[src/rtl/ama_riscv_writeback.sv]
// ama_riscv_writeback
//   Writeback stage of the AMA-RISCV RV32I pipeline. Registers the EX/MEM
//   result, aligns and extends load data from the synchronous data memory,
//   selects the final writeback value and drives the register file write
//   port plus an identical forwarding bus. Also keeps the retired-instruction
//   counter.
//
// Ports
//   clk, rst                     core clock, async active-high reset
//   ex_valid/ex_reg_we/ex_rd     instruction valid, writes rd, destination
//   ex_wb_sel                    0=ALU, 1=load, 2=PC+4, 3=CSR
//   ex_alu_out/ex_pc/ex_csr_data ALU result (load address), PC, CSR read value
//   ex_funct3                    load width/sign
//   stall, flush                 hold WB register / kill incoming instruction
//   dmem_rdata                   synchronous dmem read word (valid in WB cycle)
//   rf_we/rf_addr_d/rf_data_d    register file write port
//   fwd_valid/fwd_rd/fwd_data    forwarding bus, mirrors the write port
//   instret                      retired-instruction count
module ama_riscv_writeback #(
  parameter int INSTRET_W = 64
) (
  input  logic                 clk,
  input  logic                 rst,
  input  logic                 ex_valid,
  input  logic                 ex_reg_we,
  input  logic [4:0]           ex_rd,
  input  logic [1:0]           ex_wb_sel,
  input  logic [31:0]          ex_alu_out,
  input  logic [31:0]          ex_pc,
  input  logic [31:0]          ex_csr_data,
  input  logic [2:0]           ex_funct3,
  input  logic                 stall,
  input  logic                 flush,
  input  logic [31:0]          dmem_rdata,
  output logic                 rf_we,
  output logic [4:0]           rf_addr_d,
  output logic [31:0]          rf_data_d,
  output logic                 fwd_valid,
  output logic [4:0]           fwd_rd,
  output logic [31:0]          fwd_data,
  output logic [INSTRET_W-1:0] instret
);

  localparam logic [1:0] WB_ALU  = 2'd0;
  localparam logic [1:0] WB_LOAD = 2'd1;
  localparam logic [1:0] WB_PC4  = 2'd2;
  localparam logic [1:0] WB_CSR  = 2'd3;

  logic                 r_wb_valid;
  logic                 r_reg_we;
  logic [4:0]           r_rd;
  logic [1:0]           r_wb_sel;
  logic [31:0]          r_alu_out;
  logic [31:0]          r_pc;
  logic [31:0]          r_csr_data;
  logic [2:0]           r_funct3;
  logic                 r_ld_held;
  logic [31:0]          r_ld_data_q;
  logic [INSTRET_W-1:0] r_instret;

  logic [7:0]  w_byte;
  logic [15:0] w_half;
  logic [31:0] w_ld_extract;
  logic [31:0] w_ld_data;
  logic [31:0] w_wb_data;
  logic        w_rf_we;

  // dmem_rdata is only valid in the first WB cycle, so a stalled load keeps
  // its extracted value in r_ld_data_q for the rest of the stall.
  always_comb begin
    w_byte       = dmem_rdata[{r_alu_out[1:0], 3'b000} +: 8];
    w_half       = r_alu_out[1] ? dmem_rdata[31:16] : dmem_rdata[15:0];
    w_ld_extract = 32'h0;
    case (r_funct3)
      3'b000:  w_ld_extract = {{24{w_byte[7]}}, w_byte};
      3'b100:  w_ld_extract = {24'h0, w_byte};
      3'b001:  w_ld_extract = {{16{w_half[15]}}, w_half};
      3'b101:  w_ld_extract = {16'h0, w_half};
      3'b010:  w_ld_extract = dmem_rdata;
      default: w_ld_extract = 32'h0;
    endcase
  end

  assign w_ld_data = r_ld_held ? r_ld_data_q : w_ld_extract;

  always_comb begin
    w_wb_data = r_alu_out;
    case (r_wb_sel)
      WB_ALU:  w_wb_data = r_alu_out;
      WB_LOAD: w_wb_data = w_ld_data;
      WB_PC4:  w_wb_data = r_pc + 32'd4;
      WB_CSR:  w_wb_data = r_csr_data;
      default: w_wb_data = r_alu_out;
    endcase
  end

  assign w_rf_we = r_wb_valid & r_reg_we & (r_rd != 5'd0);

  always_ff @(posedge clk or posedge rst) begin
    if (rst) begin
      r_wb_valid  <= 1'b0;
      r_reg_we    <= 1'b0;
      r_rd        <= 5'd0;
      r_wb_sel    <= 2'd0;
      r_alu_out   <= 32'h0;
      r_pc        <= 32'h0;
      r_csr_data  <= 32'h0;
      r_funct3    <= 3'd0;
      r_ld_held   <= 1'b0;
      r_ld_data_q <= 32'h0;
      r_instret   <= '0;
    end else begin
      if (!stall) begin
        r_wb_valid <= ex_valid & ~flush;
        r_reg_we   <= ex_reg_we;
        r_rd       <= ex_rd;
        r_wb_sel   <= ex_wb_sel;
        r_alu_out  <= ex_alu_out;
        r_pc       <= ex_pc;
        r_csr_data <= ex_csr_data;
        r_funct3   <= ex_funct3;
        r_ld_held  <= 1'b0;
      end else if (r_wb_valid && (r_wb_sel == WB_LOAD) && !r_ld_held) begin
        r_ld_held   <= 1'b1;
        r_ld_data_q <= w_ld_extract;
      end

      if (r_wb_valid && !stall)
        r_instret <= r_instret + {{(INSTRET_W-1){1'b0}}, 1'b1};
    end
  end

  assign rf_we     = w_rf_we;
  assign rf_addr_d = r_rd;
  assign rf_data_d = w_wb_data;
  assign fwd_valid = w_rf_we;
  assign fwd_rd    = r_rd;
  assign fwd_data  = w_wb_data;
  assign instret   = r_instret;

endmodule

[config.mk]
export PLATFORM = sky130hd
export DESIGN_NAME = ama_riscv_writeback
export DESIGN_NICKNAME = d
export VERILOG_FILES = /design/src/rtl/ama_riscv_writeback.sv
export SDC_FILE = /design/constraint.sdc
export NUM_CORES = 1
export LEC_CHECK = 0
export CAP_MARGIN = 20
export CORE_MARGIN = 2
export CORE_UTILIZATION = 43
export CTS_CLUSTER_DIAMETER = 150
export CTS_CLUSTER_SIZE = 25
export DETAILED_ROUTE_END_ITERATION = 8
export GPL_TIMING_DRIVEN = 0
export PLACE_DENSITY_LB_ADDON = 0.25
export SLEW_MARGIN = 20
export SYNTH_ARGS = -nofsm -noshare
export SYNTH_HDL_FRONTEND = slang
export SYNTH_SLANG_ARGS = --single-unit
[constraint.sdc]
create_clock -name clk -period 5.9 [get_ports clk]
set_input_delay 0.59 -clock clk [delete_from_list [all_inputs] [get_ports clk]]
set_output_delay 0.59 -clock clk [all_outputs]
set_load 0.02 [all_outputs]
==> run_results.csv, run 1 <==
group,metric,value,unit
die,start_util,43.4,%
detailed_routing,wl_per_cell,21.3,um
hold_path,hp-class,"reg -> reg",
yosys,synth-async-reset-ratio,100,%
clock_network,clock-root-buffer,"clkbuf_16",
detailed_routing,drt-vias-per-instance,5.67,
detailed_routing,routed-via-count,9475,
sta,fin_crit_sh,81.7,%
sta,slew_headroom,25.3,%
critical_path,worstSetupPathType,"reg -> out",
pwr,peakVddDrop,222,uV
critical_path,path_delay_family,"buffers and inverters",
critical_path,endpoint,"rf_data_d[21]",
die,ios,284,
critical_path,cp-startpoint,"r_wb_sel[1]",
critical_path,r2r_slack,3.27,ns
global_route,grt_pass1_wl,53600,um
yosys,ys_seq_elements,205,
clock_network,post_cts_resized,0,
sta,whs,0.470,ns
flow_run,drv_cap,0,
critical_path,crit_slowest_cell,"nor2_1",
detailed_routing,drt-initial-drc-count,909,
critical_path,path_buf_inv,5,
pwr,power,3.81,mW
layout,nNetsFinal,1487,
sta,finalHoldViolations,0,
yosys,synth.avg_cell_area,10.5,um^2
die,die_y,163,um
status,run_status,"finished, final reports clean",
yosys,synth.top_cell.area_share,47.3,%
clock_network,cts_setup_buffers,0,
global_route,grt_pass1_vias,9268,
yosys,synth_common_cells,"dfrtp_1 (205), mux2_2 (115), nand2_1 (87)",
sta,setup_violations,0,
yosys,synth_cell_types,64,
critical_path,r2r_cells,8,
yosys,synth_area,0.0108,mm^2
global_route,grt_max_degree,34,
die,dieWidth,163,um
critical_path,worst_setup_path_end_kind,"primary output",
yosys,syn_nets,1183,
detailed_routing,routed_wl,35600,um
placement,gp_congestion,0.966,
critical_path,crit_cells,9,
pwr,p_leak,6.02,nW
die,die_area,0.0265,mm^2
critical_path,cpPeakStageDelay,0.92,ns
layout,drive_gt1_share,15.1,%
die,coreArea,0.0250,mm^2
sta,min_period,4.82,ns
sta,fmax,0.207,GHz
pwr,power.density,261,mW/mm^2
yosys,synth_edf_count,0,
sta,drv_slew,0,
layout,area_delta_synth_final,34.5,%
clock_network,h-tree-depth,1,
critical_path,cp.required,5.31,ns
critical_path,start_kind,"flip-flop",
detailed_routing,dr.pass1.iters,6,
yosys,yosysWarnings,0,
global_route,grt_overflow,0,
detailed_routing,drc,0,
yosys,yosys.area.top_type,"dfrtp_1",
critical_path,path_cells,"clkbuf_1, inv_1, clkbuf_1, nor2_1, a21oi_1, a31oi_1, a221o_1, buf_4, clkdlybuf4s50_1",
clock_network,clkSlewWorstSetupHoldPaths,0.12,ns
die,rows,58,
critical_path,cp.arrival,4.23,ns
critical_path,crit-reg2reg-launch,"r_wb_sel[0]",
sta,finalSetupTns,0,ns
layout,n_fill_cell,2209,
clock_network,cts_made_buffers,12,
yosys,synthFlopType,"dfrtp_1",
critical_path,crit_path_max_fanout,10,
layout,fin_util,58.4,%
placement,placed_area,0.0142,mm^2
global_route,grt_usage,26.4,%
sta,worstMarginPinSlew,1.12,ns
clock_network,clkSinkCount,205,
yosys,synthCells,1037,
sta,rsz0062_at_grt,"false",
yosys,yosysMostFrequentCell,"dfrtp_1",
yosys,synthTopCellsByArea,"dfrtp_1 (47%), mux2_2 (12%), xor2_1 (3.6%)",
clock_network,holdBufCountCts,0,
clock_network,clk_latency,0.50,ns
critical_path,r2r-end,"r_ld_data_q[25]",
global_route,antenna_found_initial,1,
clock_network,cts_tree,"built",
yosys,yosysSeqAreaShare,47.3,%
placement,io_buffer_count,283,
sta,fin_worst_skew,0.0352,ns
detailed_routing,postRouteAntennaNets,0,
clock_network,ctsLongestPathBuffers,3,
layout,final_area,0.0146,mm^2
critical_path,critPathMostFrequentCell,"clkbuf_1",
placement,dp_hpwl,27800,um
==> worst min-delay path by stage <==
| stage | depth (start not counted) | from | endpoint | slack, ns |
|---|---|---|---|---|
| 3_5_place_dp | 1 | instret[63] | instret[63] | 0.46 |
| 2_1_floorplan | 1 | r_csr_data[30] | r_csr_data[30] | 0.47 |
| 5_1_grt | 1 | instret[63] | instret[63] | 0.50 |
| 3_3_place_gp | 1 | instret[63] | instret[63] | 0.46 |
| 6_report | 1 | instret[63] | instret[63] | 0.47 |
| 4_1_cts | 1 | instret[63] | instret[63] | 0.47 |
==> worst register-to-register path: cells and delay by family (launching register included) <==
family / cells / cell delay, ns
AOI/OAI and AO/OA: 1 / 0.18
buffers and inverters: 3 / 0.97
DFF: 1 / 0.36
and+or+nand+nor: 4 / 1.04
==> per-stage QoR <==
stage	std cells	worst slack, ns
finish	1672	1.08
global route	1672	0.989
CTS	1671	1.20
detailed placement	1657	1.77
global placement	1650	0.975
floorplan	1037	2.65
==> registers in the layout, indices dropped and copies added (netlist names) <==
signal / cells
r_csr_data: 32
instret: 64
r_ld_held: 1
r_funct3: 3
r_wb_valid: 1
r_wb_sel: 2
r_alu_out: 32
r_pc: 32
fwd_rd: 5
r_reg_we: 1
r_ld_data_q: 32
==> cell families (layout without fill, tap and decap cells) <==
kind of cell / after synthesis / after routing / synth area share, %
AND/OR/NAND/NOR: 329 / 329 / 15.2
flip-flops: 205 / 205 / 47.3
AO/OA/AOI/OAI: 167 / 167 / 10.4
multiplexers: 128 / 128 / 13.7
buffers and inverters: 119 / 423 / 6.09
XOR/XNOR: 87 / 87 / 7.03
adder cells (fa/ha/maj): 2 / 2 / 0.231
other: 0 / 1 / 0
==> placed cells by master (no fill, tap or decap), types with 3 or more instances in the layout <==
cell | synthesis | layout
a21oi_1 | 37 | 37
o22ai_1 | 4 | 4
nor4_1 | 8 | 8
xor2_1 | 45 | 45
buf_6 | 8 | 8
clkbuf_1 | 43 | 43
or3_1 | 5 | 5
buf_12 | 0 | 6
buf_2 | 4 | 4
nand2b_1 | 3 | 3
a221o_1 | 5 | 5
and2_1 | 8 | 8
xnor2_1 | 42 | 42
nand3_1 | 45 | 45
mux2i_1 | 8 | 8
and3_1 | 21 | 21
o31ai_1 | 3 | 3
nand4_1 | 26 | 26
o21ai_0 | 30 | 30
o221ai_1 | 10 | 10
clkbuf_16 | 0 | 13
a31oi_1 | 17 | 17
nor3_1 | 22 | 22
mux4_2 | 5 | 5
a22oi_1 | 17 | 17
a21o_1 | 3 | 3
o211ai_1 | 5 | 5
nor2b_1 | 7 | 7
inv_1 | 21 | 20
a211o_1 | 6 | 6
a211oi_1 | 8 | 8
dfrtp_1 | 205 | 205
mux2_2 | 115 | 115
and4_1 | 9 | 9
buf_4 | 38 | 38
nand2_1 | 87 | 87
nor2_1 | 73 | 73
a221oi_1 | 8 | 8
clkdlybuf4s50_1 | 0 | 283
==> routing by layer <==
layer  track usage (%)  wire [um]  up-vias
li1                  -          -     4282
met1              35.9      15000     4686
met2              43.3      16600      443
met3              3.82       2530       64
met4              9.33       1400        0
met5                 0          0        -
==> final cells by class <==
type,instances,area (um^2),area share [%]
well taps,330,413,2.83
inverters,21,82.6,0.566
flip-flops and latches,205,5130,35.2
clock buffers,13,325,2.23
multi-input cells,713,5050,34.6
repair buffers,290,2980,20.4
clock inverters,1,20.0,0.137
plain buffers,98,582,3.99
diodes,1,2.50,0.0172
==> where the power goes <==
group          total [mW]  switching, mW  internal (mW)
Combinational        1.20          0.601          0.597
Sequential           1.72          0.135           1.58
Clock               0.892          0.487          0.405
Total                3.81           1.22           2.58
Note: power is estimated with default switching activity, not from simulation.
==> inputs of run 2 (changes only) <==
==> constraint.sdc (replaced) <==
create_clock -name clk -period 4.85 [get_ports clk]
set_input_delay 0.485 -clock clk [delete_from_list [all_inputs] [get_ports clk]]
set_output_delay 0.485 -clock clk [all_outputs]
set_load 0.02 [all_outputs]
==> results of run 2 <==
The final DEF is identical to that of run 1. Status: finished, final reports clean.
Among the figures that moved: setup slack after placement 1.77 ns -> 0.829 ns; setup slack after layout 1.08 ns -> 0.132 ns; hold slack 0.470 ns -> 0.405 ns; register-to-register setup slack 3.27 ns -> 2.22 ns; total power 3.81 mW -> 4.63 mW; worst IR drop on VDD 222 uV -> 270 uV
